### src/rtl/l1ca_acq_sequencer.sv
// l1ca_acq_sequencer: walks the PRNs enabled in a mask, runs the coarse then the
// fine search engine on each, thresholds both results and hands every fine hit
// to the tracking side over a valid/ready port.
module l1ca_acq_sequencer #(
  parameter int unsigned TIMEOUT_CYCLES = 4000000,
  parameter int          DOP_STEP_HZ    = 50,
  parameter int          DOP_BASE_HZ    = -5250
) (
  input  logic               clk,
  input  logic               rst,
  input  logic               start,
  input  logic [31:0]        sv_mask,
  input  logic [31:0]        coarse_thresh,
  input  logic [31:0]        fine_thresh,
  output logic               coarse_start,
  output logic [4:0]         coarse_sv,
  input  logic               coarse_busy,
  input  logic [31:0]        coarse_acc,
  input  logic [4:0]         coarse_dop_idx,
  input  logic [11:0]        coarse_code_idx,
  output logic               fine_start,
  output logic [4:0]         fine_sv,
  output logic [4:0]         fine_coarse_dop_idx,
  output logic [11:0]        fine_coarse_code_idx,
  input  logic               fine_busy,
  input  logic [31:0]        fine_acc,
  input  logic [13:0]        fine_code_index,
  input  logic [7:0]         fine_dop_index,
  output logic               res_valid,
  input  logic               res_ready,
  output logic [4:0]         res_sv,
  output logic [13:0]        res_code_index,
  output logic signed [15:0] res_dop_hz,
  output logic [31:0]        res_power,
  output logic [5:0]         n_found,
  output logic               timeout_err,
  output logic               busy,
  output logic               done
);

  typedef enum logic [2:0] {
    IDLE, SCAN, C_START, C_WAIT, F_START, F_WAIT, EMIT, DONE
  } state_t;

  localparam int WD_W = $clog2(TIMEOUT_CYCLES + 1);

  state_t             state, next_state;
  logic [31:0]        mask_q, cthr_q, fthr_q;
  logic [4:0]         sv_idx;
  logic               seen_busy;
  logic [WD_W-1:0]    wd_cnt;
  logic               advance;
  logic               eng_busy, run_end, wd_expired;
  logic signed [15:0] dop_hz_calc;

  // Only one engine is waited on at a time, so one watchdog and one seen_busy serve both.
  assign eng_busy    = (state == C_WAIT) ? coarse_busy : fine_busy;
  assign run_end     = seen_busy & ~eng_busy;
  assign wd_expired  = (wd_cnt == WD_W'(TIMEOUT_CYCLES - 1));
  assign dop_hz_calc = $signed({8'd0, fine_dop_index}) * 16'(DOP_STEP_HZ) + 16'(DOP_BASE_HZ);

  // The SV under search is presented to both engines straight from the scan index.
  assign coarse_sv = sv_idx;
  assign fine_sv   = sv_idx;

  // State register.
  always_ff @(posedge clk or posedge rst) begin
    // NOTE: sequential state uses non-blocking assignments so every register updates from pre-edge values.
    if (rst) state <= IDLE;
    else     state <= next_state;
  end

  // Next-state logic; a finished, failed or abandoned SV funnels into one advance path.
  always_comb begin
    // NOTE: defaults first so no path through the case leaves a variable unassigned (no latch).
    next_state = state;
    advance    = 1'b0;
    case (state)
      IDLE:    if (start) next_state = SCAN;
      SCAN: begin
        if (mask_q[sv_idx])       next_state = C_START;
        else if (sv_idx == 5'd31) next_state = DONE;
      end
      C_START: next_state = C_WAIT;
      C_WAIT: begin
        if (run_end) begin
          if (coarse_acc >= cthr_q) next_state = F_START;
          else                      advance    = 1'b1;
        end else if (wd_expired) begin
          advance = 1'b1;
        end
      end
      F_START: next_state = F_WAIT;
      F_WAIT: begin
        if (run_end) begin
          if (fine_acc >= fthr_q) next_state = EMIT;
          else                    advance    = 1'b1;
        end else if (wd_expired) begin
          advance = 1'b1;
        end
      end
      EMIT:    if (res_ready) advance = 1'b1;
      DONE:    next_state = IDLE;
      default: next_state = IDLE;
    endcase
    if (advance) next_state = (sv_idx == 5'd31) ? DONE : SCAN;
  end

  // Moore outputs decoded from the state, so they drop as soon as reset lands.
  always_comb begin
    coarse_start = (state == C_START);
    fine_start   = (state == F_START);
    res_valid    = (state == EMIT);
    busy         = (state != IDLE);
    done         = (state == DONE);
  end

  // Datapath: scan index, watchdog, latched coarse seed, result and scan status registers.
  always_ff @(posedge clk or posedge rst) begin
    if (rst) begin
      mask_q               <= '0;
      cthr_q               <= '0;
      fthr_q               <= '0;
      sv_idx               <= '0;
      seen_busy            <= 1'b0;
      wd_cnt               <= '0;
      fine_coarse_dop_idx  <= '0;
      fine_coarse_code_idx <= '0;
      res_sv               <= '0;
      res_code_index       <= '0;
      res_dop_hz           <= '0;
      res_power            <= '0;
      n_found              <= '0;
      timeout_err          <= 1'b0;
    end else begin
      case (state)
        IDLE: begin
          if (start) begin
            mask_q      <= sv_mask;
            cthr_q      <= coarse_thresh;
            fthr_q      <= fine_thresh;
            sv_idx      <= '0;
            n_found     <= '0;
            timeout_err <= 1'b0;
          end
        end
        SCAN: begin
          if (!mask_q[sv_idx] && sv_idx != 5'd31) sv_idx <= sv_idx + 5'd1;
        end
        C_START, F_START: begin
          wd_cnt    <= '0;
          seen_busy <= 1'b0;
        end
        C_WAIT, F_WAIT: begin
          wd_cnt <= wd_cnt + WD_W'(1);
          if (eng_busy)               seen_busy   <= 1'b1;
          if (!run_end && wd_expired) timeout_err <= 1'b1;
          if (state == C_WAIT && run_end && coarse_acc >= cthr_q) begin
            fine_coarse_dop_idx  <= coarse_dop_idx;
            fine_coarse_code_idx <= coarse_code_idx;
          end
          if (state == F_WAIT && run_end && fine_acc >= fthr_q) begin
            res_sv         <= sv_idx;
            res_code_index <= fine_code_index;
            res_dop_hz     <= dop_hz_calc;
            res_power      <= fine_acc;
          end
        end
        EMIT: begin
          if (res_ready) n_found <= n_found + 6'd1;
        end
        default: ;
      endcase
      if (advance && sv_idx != 5'd31) sv_idx <= sv_idx + 5'd1;
    end
  end

endmodule

### config.mk
export PLATFORM = sky130hd
export DESIGN_NAME = l1ca_acq_sequencer
export DESIGN_NICKNAME = d
export VERILOG_FILES = /design/src/rtl/l1ca_acq_sequencer.sv
export SDC_FILE = /design/constraint.sdc
export NUM_CORES = 1
export LEC_CHECK = 0
export CAP_MARGIN = 5
export CORE_MARGIN = 2
export CORE_UTILIZATION = 30
export DETAILED_ROUTE_END_ITERATION = 8
export GPL_TIMING_DRIVEN = 0
export MAX_ROUTING_LAYER = met4
export PLACE_DENSITY = 0.55
export SKIP_LAST_GASP = 1
export SLEW_MARGIN = 5
export SYNTH_ARGS = -nofsm -noshare
export SYNTH_HDL_FRONTEND = slang
export SYNTH_SLANG_ARGS = --single-unit
### constraint.sdc
create_clock -name clk -period 9.57 [get_ports clk]
set_input_delay 1.914 -clock clk [delete_from_list [all_inputs] [get_ports clk]]
set_output_delay 1.914 -clock clk [all_outputs]
set_load 0.01 [all_outputs]
# ---- Word-level counts from Yosys, hierarchy flattened
# Index checks and enable logic that the tools add are counted.
dict set report op_classes {
  n_reduce_logical 26
  n_addsub 4
  n_bitwise 2
  eq_ne 22
  n_lt_le_gt_ge 3
  mux 33
  mul 1
}
# op count
set op_table {}
lappend op_table {{>= comparator 32 bit} 2}
lappend op_table {{one-hot mux 22 bit (2 select lines)} 1}
lappend op_table {{2-to-1 mux 3 bit} 9}
lappend op_table {{adder 22 x 1 -> 22 bit, second input constant} 1}
lappend op_table {{equality test 22 bit, second input constant} 1}
lappend op_table {{one-hot mux 3 bit (7 select lines)} 1}
lappend op_table {{inequality test 3 bit, second input constant} 6}
lappend op_table {{adder 15 x 14 -> 16 bit, second input constant} 1}
lappend op_table {{2-to-1 mux 5 bit} 3}
lappend op_table {{multiplier 8 x 5 -> 13 bit, second input constant} 1}
lappend op_table {{equality test 3 bit, second input constant} 4}
lappend op_table {{2-to-1 mux 6 bit} 2}
lappend op_table {{one-hot mux 6 bit (2 select lines)} 1}
lappend op_table {{2-to-1 mux 1 bit} 11}
lappend op_table {{one-hot mux 5 bit (2 select lines)} 1}
lappend op_table {{AND reduction 3 bit} 3}
lappend op_table {{AND reduction 2 bit} 4}
lappend op_table {{nonzero test 8 bit} 1}
lappend op_table {{logical AND 1 bit} 7}
lappend op_table {{AND reduction 7 bit} 1}
lappend op_table {{adder 6 x 1 -> 6 bit, second input constant} 1}
lappend op_table {{equality test 3 x 2 -> 1 bit, second input constant} 2}
lappend op_table {{< comparator 5 x 6 -> 1 bit, second input constant} 1}
lappend op_table {{inequality test 2 bit, second input constant} 3}
lappend op_table {{17 further kinds} 23}
dict set report totals {
  in_bits 205
  register_bits 218
  elab_cells 106
  output_inout_bits 106
}

# ---- Depth between registers and ports, before layout
dict set report depth {
  depth_word 9
  depth_mapped 15
  mapped_depth_nobuf 15
}

# ---- Least setup slack after synthesis
# Ideal clock, no wire load.
dict set report synth_timing {
  path_kind {input-to-reg}
  startpoint {input port fine_dop_index[2]}
  endpoint {register res_dop_hz[13]}
  cell_stages 14
  slack_ps 4769
  required_time_ps 9434
  setup_ps 136
  arrival_time_ps 4665
  path_buffers 0
  path_cell_list {ha_1 ha_1 inv_1 fa_1 inv_1 ha_1 nor2b_1 o21ai_0 nand2b_1 xor2_1 o31a_1 o21ai_0 xnor2_1 o21ai_0}
}
dict set report synth_via {
  elab_chain_len 2
}
# element line
set synth_rtl {}
lappend synth_rtl {{start: declaration} 28} ;# input logic [7:0] fine_dop_index,
lappend synth_rtl {{multiplier 8 x 5 -> 13 bit} 60} ;# assign dop_hz_calc = $signed({8'd0, fine_dop_index}) * 16'(DOP_STEP_HZ) + 16'(DOP_BASE_HZ);
lappend synth_rtl {{adder 15 x 14 -> 16 bit} 60}
lappend synth_rtl {{end signal: assignment} 165} ;# res_dop_hz <= dop_hz_calc;
lappend synth_rtl {{end: declaration} 33} ;# output logic signed [15:0] res_dop_hz,
# No other way between the ends.
# A chain may end at the register's enable or synchronous reset.

# ---- Final worst setup path
dict set report layout_timing {
  startpoint {input port fine_acc[30]}
  endpoint {register res_code_index[10]}
}
dict set report layout_via {
  elab_chain_len 3
}
# element line
set layout_rtl {}
lappend layout_rtl {{start: declaration} 26} ;# input logic [31:0] fine_acc,
lappend layout_rtl {{>= comparator 32 bit} 162} ;# if (state == F_WAIT && run_end && fine_acc >= fthr_q) begin
lappend layout_rtl {{logical AND 1 bit} 162}
lappend layout_rtl {{AND reduction 2 bit (no source line)} n/a}
lappend layout_rtl {{end signal: assignment} 164} ;# res_code_index <= fine_code_index;
lappend layout_rtl {{end: declaration} 32} ;# output logic [13:0] res_code_index,
# No other way between the ends.

==> impl_results.md <==
- Port Buffers: 309
- Total wire length: 32.4 mm
- Area Growth Syn to Fin: 40.7%
- Slowest cell on the critical path: a211oi_1
- Layout cells sized above 1: 9.31%
- Cell area power density: 271 nW/um^2
- Ys async rst share: 100%
- Top FF cell, synth: dfrtp_1
- Multi-input gate area: 5280 sq um
- Placer Congestion: 0.793
- Status: complete, no violations
- CTS tree: done
- # fillers: 3554
- Total gr overflow: 0
- Die Wd: 198 um
- Hold WS: 0.472 ns
- Initial Util: 30.6%
- Post-synthesis cell type count: 59
- Synth warnings: 0
- Worst EP arrival: 5.57 ns
- Most common cell after layout, fill and taps aside: clkdlybuf4s50_1
- Clk root buf: clkbuf_16
- Maximum root-to-sink buffer count: 3
- LEAKAGE: 7.24 nW
- DRC violations left: 0
- Worst-Margin Slew: 0.842 ns
- Die area: 39100 sq um
- Die height: 198 um
- Critical path's largest stage delay: 0.74 ns
- CTS resizes: 0
- Post-synthesis sequential area ratio: 48.2%
- Number of nets still failing antenna checks after routing: 0
- Final min period: 5.16 ns
- Initial antenna violation count: 3
- Slew margin rel.: 43.5%
- Drt pass-1 iters: 4
- Maximum vdd drop: 0.117 mV
- Syn Inst Count: 1115
- Crit share post-route: 53.9%
- Setup crit end kind: flip-flop
- Mapped Nets: 1423
- Critical path, cell by cell: clkdlybuf4s50_1 -> ha_1 -> nand4_1 -> nor4_1 -> nand2_1 -> a211oi_1 -> o21ai_2 -> clkbuf_1 -> mux2_2
- Final worst slack: 4.41 ns
- Worst skew pair latency: 0.53 ns
- Setup-failing EPs final: 0
- Worst EP required: 9.98 ns
- Cts bufs inserted: 27
- Vias: 9022
- CP Max Fanout: 10
- Clk slew on worst S/H paths: 0.06 ns
- Vias per cell: 4.64
- I/O Pins: 311
- DR WL/cell: 16.7 um
- Crit path launch type: input port
- Maxcap violations: 0
- Kind of critical path: in -> reg
- Dpl ws: 3.65 ns
- Nets: 1762
- First-pass GRT wire length: 50.8 mm
- Initial DRC count: 327
- Fin cells: 1943
- CTS Hold Bufs: 0
- Post-synth EDFFs: 0
- Post-Synthesis Cell Area: 11300 sq um
- Final max-slew violation count: 0
- Most frequent cells in the layout: 309 x clkdlybuf4s50_1, 229 x nand2_1, 217 x dfrtp_1
- Post-DP HPWL: 24.6 mm
- Register bit total from synthesis: 217
- Register area: 5430 sq um
- Worst hold path type: reg -> reg
- Clock sink count: 217
- Vias in the first global route: 9356
- Post-CTS setup buffers: 0
- Largest net degree at the start of global routing: 116
- Site Rows: 70
- Avg Inst Size Synth: 10.1 sq um
- Total GRT Usage: 16.9%
- Dpl cells: 1893
- Achievable Freq: 194 MHz
- Hold Violations, Final: 0
- Placeable Area: 36800 sq um
- Clock Skew: 0.00874 ns
- RSZ-0062 raised after global routing: no
- H-Tree Depth: 1
-- path summary, 6_finish.rpt --
check	from	end	slack (ns)	cells after the start
setup / recovery	fine_acc[30]	res_code_index[10]	4.41	9
hold / removal	wd_cnt[21]	wd_cnt[21]	0.47	1
setup reg to reg	fthr_q[30]	res_code_index[10]	5.90	9
hold reg to reg	wd_cnt[21]	wd_cnt[21]	0.47	1
max in group asynchronous	rst	fthr_q[29]	6.57	3
min in group asynchronous	rst	res_code_index[13]	1.95	2
-- through the flow --
stage	total power [mW]	instance area [sq um]	setup TNS [ns]	util [%]
floorplan	2.54	11300	0	-
global placement	3.30	14900	-354.08	40.6
detailed placement	3.34	15000	0	40.7
CTS	4.37	15800	0	43.1
global route	4.64	15900	0	43.1
finish	4.29	15900	0	43.1
-- per-layer routing --
metal	vias to the layer above	track usage, %	share of wire, %
met5	-	-	0
met1	4272	22.0	46
met3	49	3.95	6.5
met4	0	3.76	2.0
met2	218	26.8	46
li1	4483	-	-
-- state kept, by name, indices dropped and copies added, names as in the netlist, 3 cells and up --
name / count
cthr_q: 32
fthr_q: 32
mask_q: 32
res_power: 32
wd_cnt: 22
res_dop_hz: 15
res_code_index: 14
fine_coarse_code_idx: 12
n_found: 6
coarse_sv: 5
fine_coarse_dop_idx: 5
res_sv: 5
state: 3
-- cell families (layout without fill, tap and decap cells) --
family                   count (synthesis)  count (layout)  synth area share (%)
AO/OA/AOI/OAI                          196             196                  10.2
XOR/XNOR                                24              24                  1.87
adder cells (fa/ha/maj)                103             103                  11.6
buffers and inverters                  142             498                  5.03
flip-flops                             217             217                  48.2
multiplexers                            89              89                  9.73
other                                    1               5                0.0333
AND/OR/NAND/NOR                        343             343                  13.3
-- area by class of cell --
type	count	share of cell area (%)
flip-flops and latches	217	34.3
multi-input cells	756	33.3
repair buffers	310	19.7
clock buffers	39	4.99
well taps	468	3.69
inverters	93	2.25
plain buffers	49	1.37
clock inverters	7	0.418
diodes	4	0.0631
-- report_power, final --
group | leakage [nW] | switching, mW | internal (mW)
combinational | 4.05 | 0.881 | 0.930
sequential | 2.77 | 0.189 | 1.30
clock | 0.423 | 0.398 | 0.595
-- cell usage after synthesis (all sizes together), types with 5 or more instances --
master | instances | share of area, %
nand2 | 229 | 7.6
dfrtp | 217 | 48
o21ai | 108 | 4.9
ha | 100 | 11
inv | 93 | 3.1
mux2 | 68 | 6.8
clkbuf | 37 | 1.2
a21oi | 36 | 1.6
nand3 | 26 | 1.2
nor2 | 22 | 0.73
buf | 12 | 0.70
mux2i | 12 | 1.1
xnor2 | 12 | 0.93
xor2 | 12 | 0.93
nand4 | 10 | 0.56
mux4 | 9 | 1.9
nand2b | 9 | 0.50
nor3 | 9 | 0.44
o31ai | 9 | 0.60
o211ai | 8 | 0.53
and2 | 7 | 0.39
and3 | 6 | 0.33
nor2b | 6 | 0.33
a21o | 5 | 0.33
-- critical path: cells and delay by family --
family / cells / cell delay (ns)
AOI/OAI and AO/OA: 2 / 1.16
adders and majority gates: 1 / 0.33
buffers and inverters: 2 / 0.90
muxes: 1 / 0.39
and+or+nand+nor: 3 / 0.86
No activity file was read; power rests on OpenSTA's default activity.
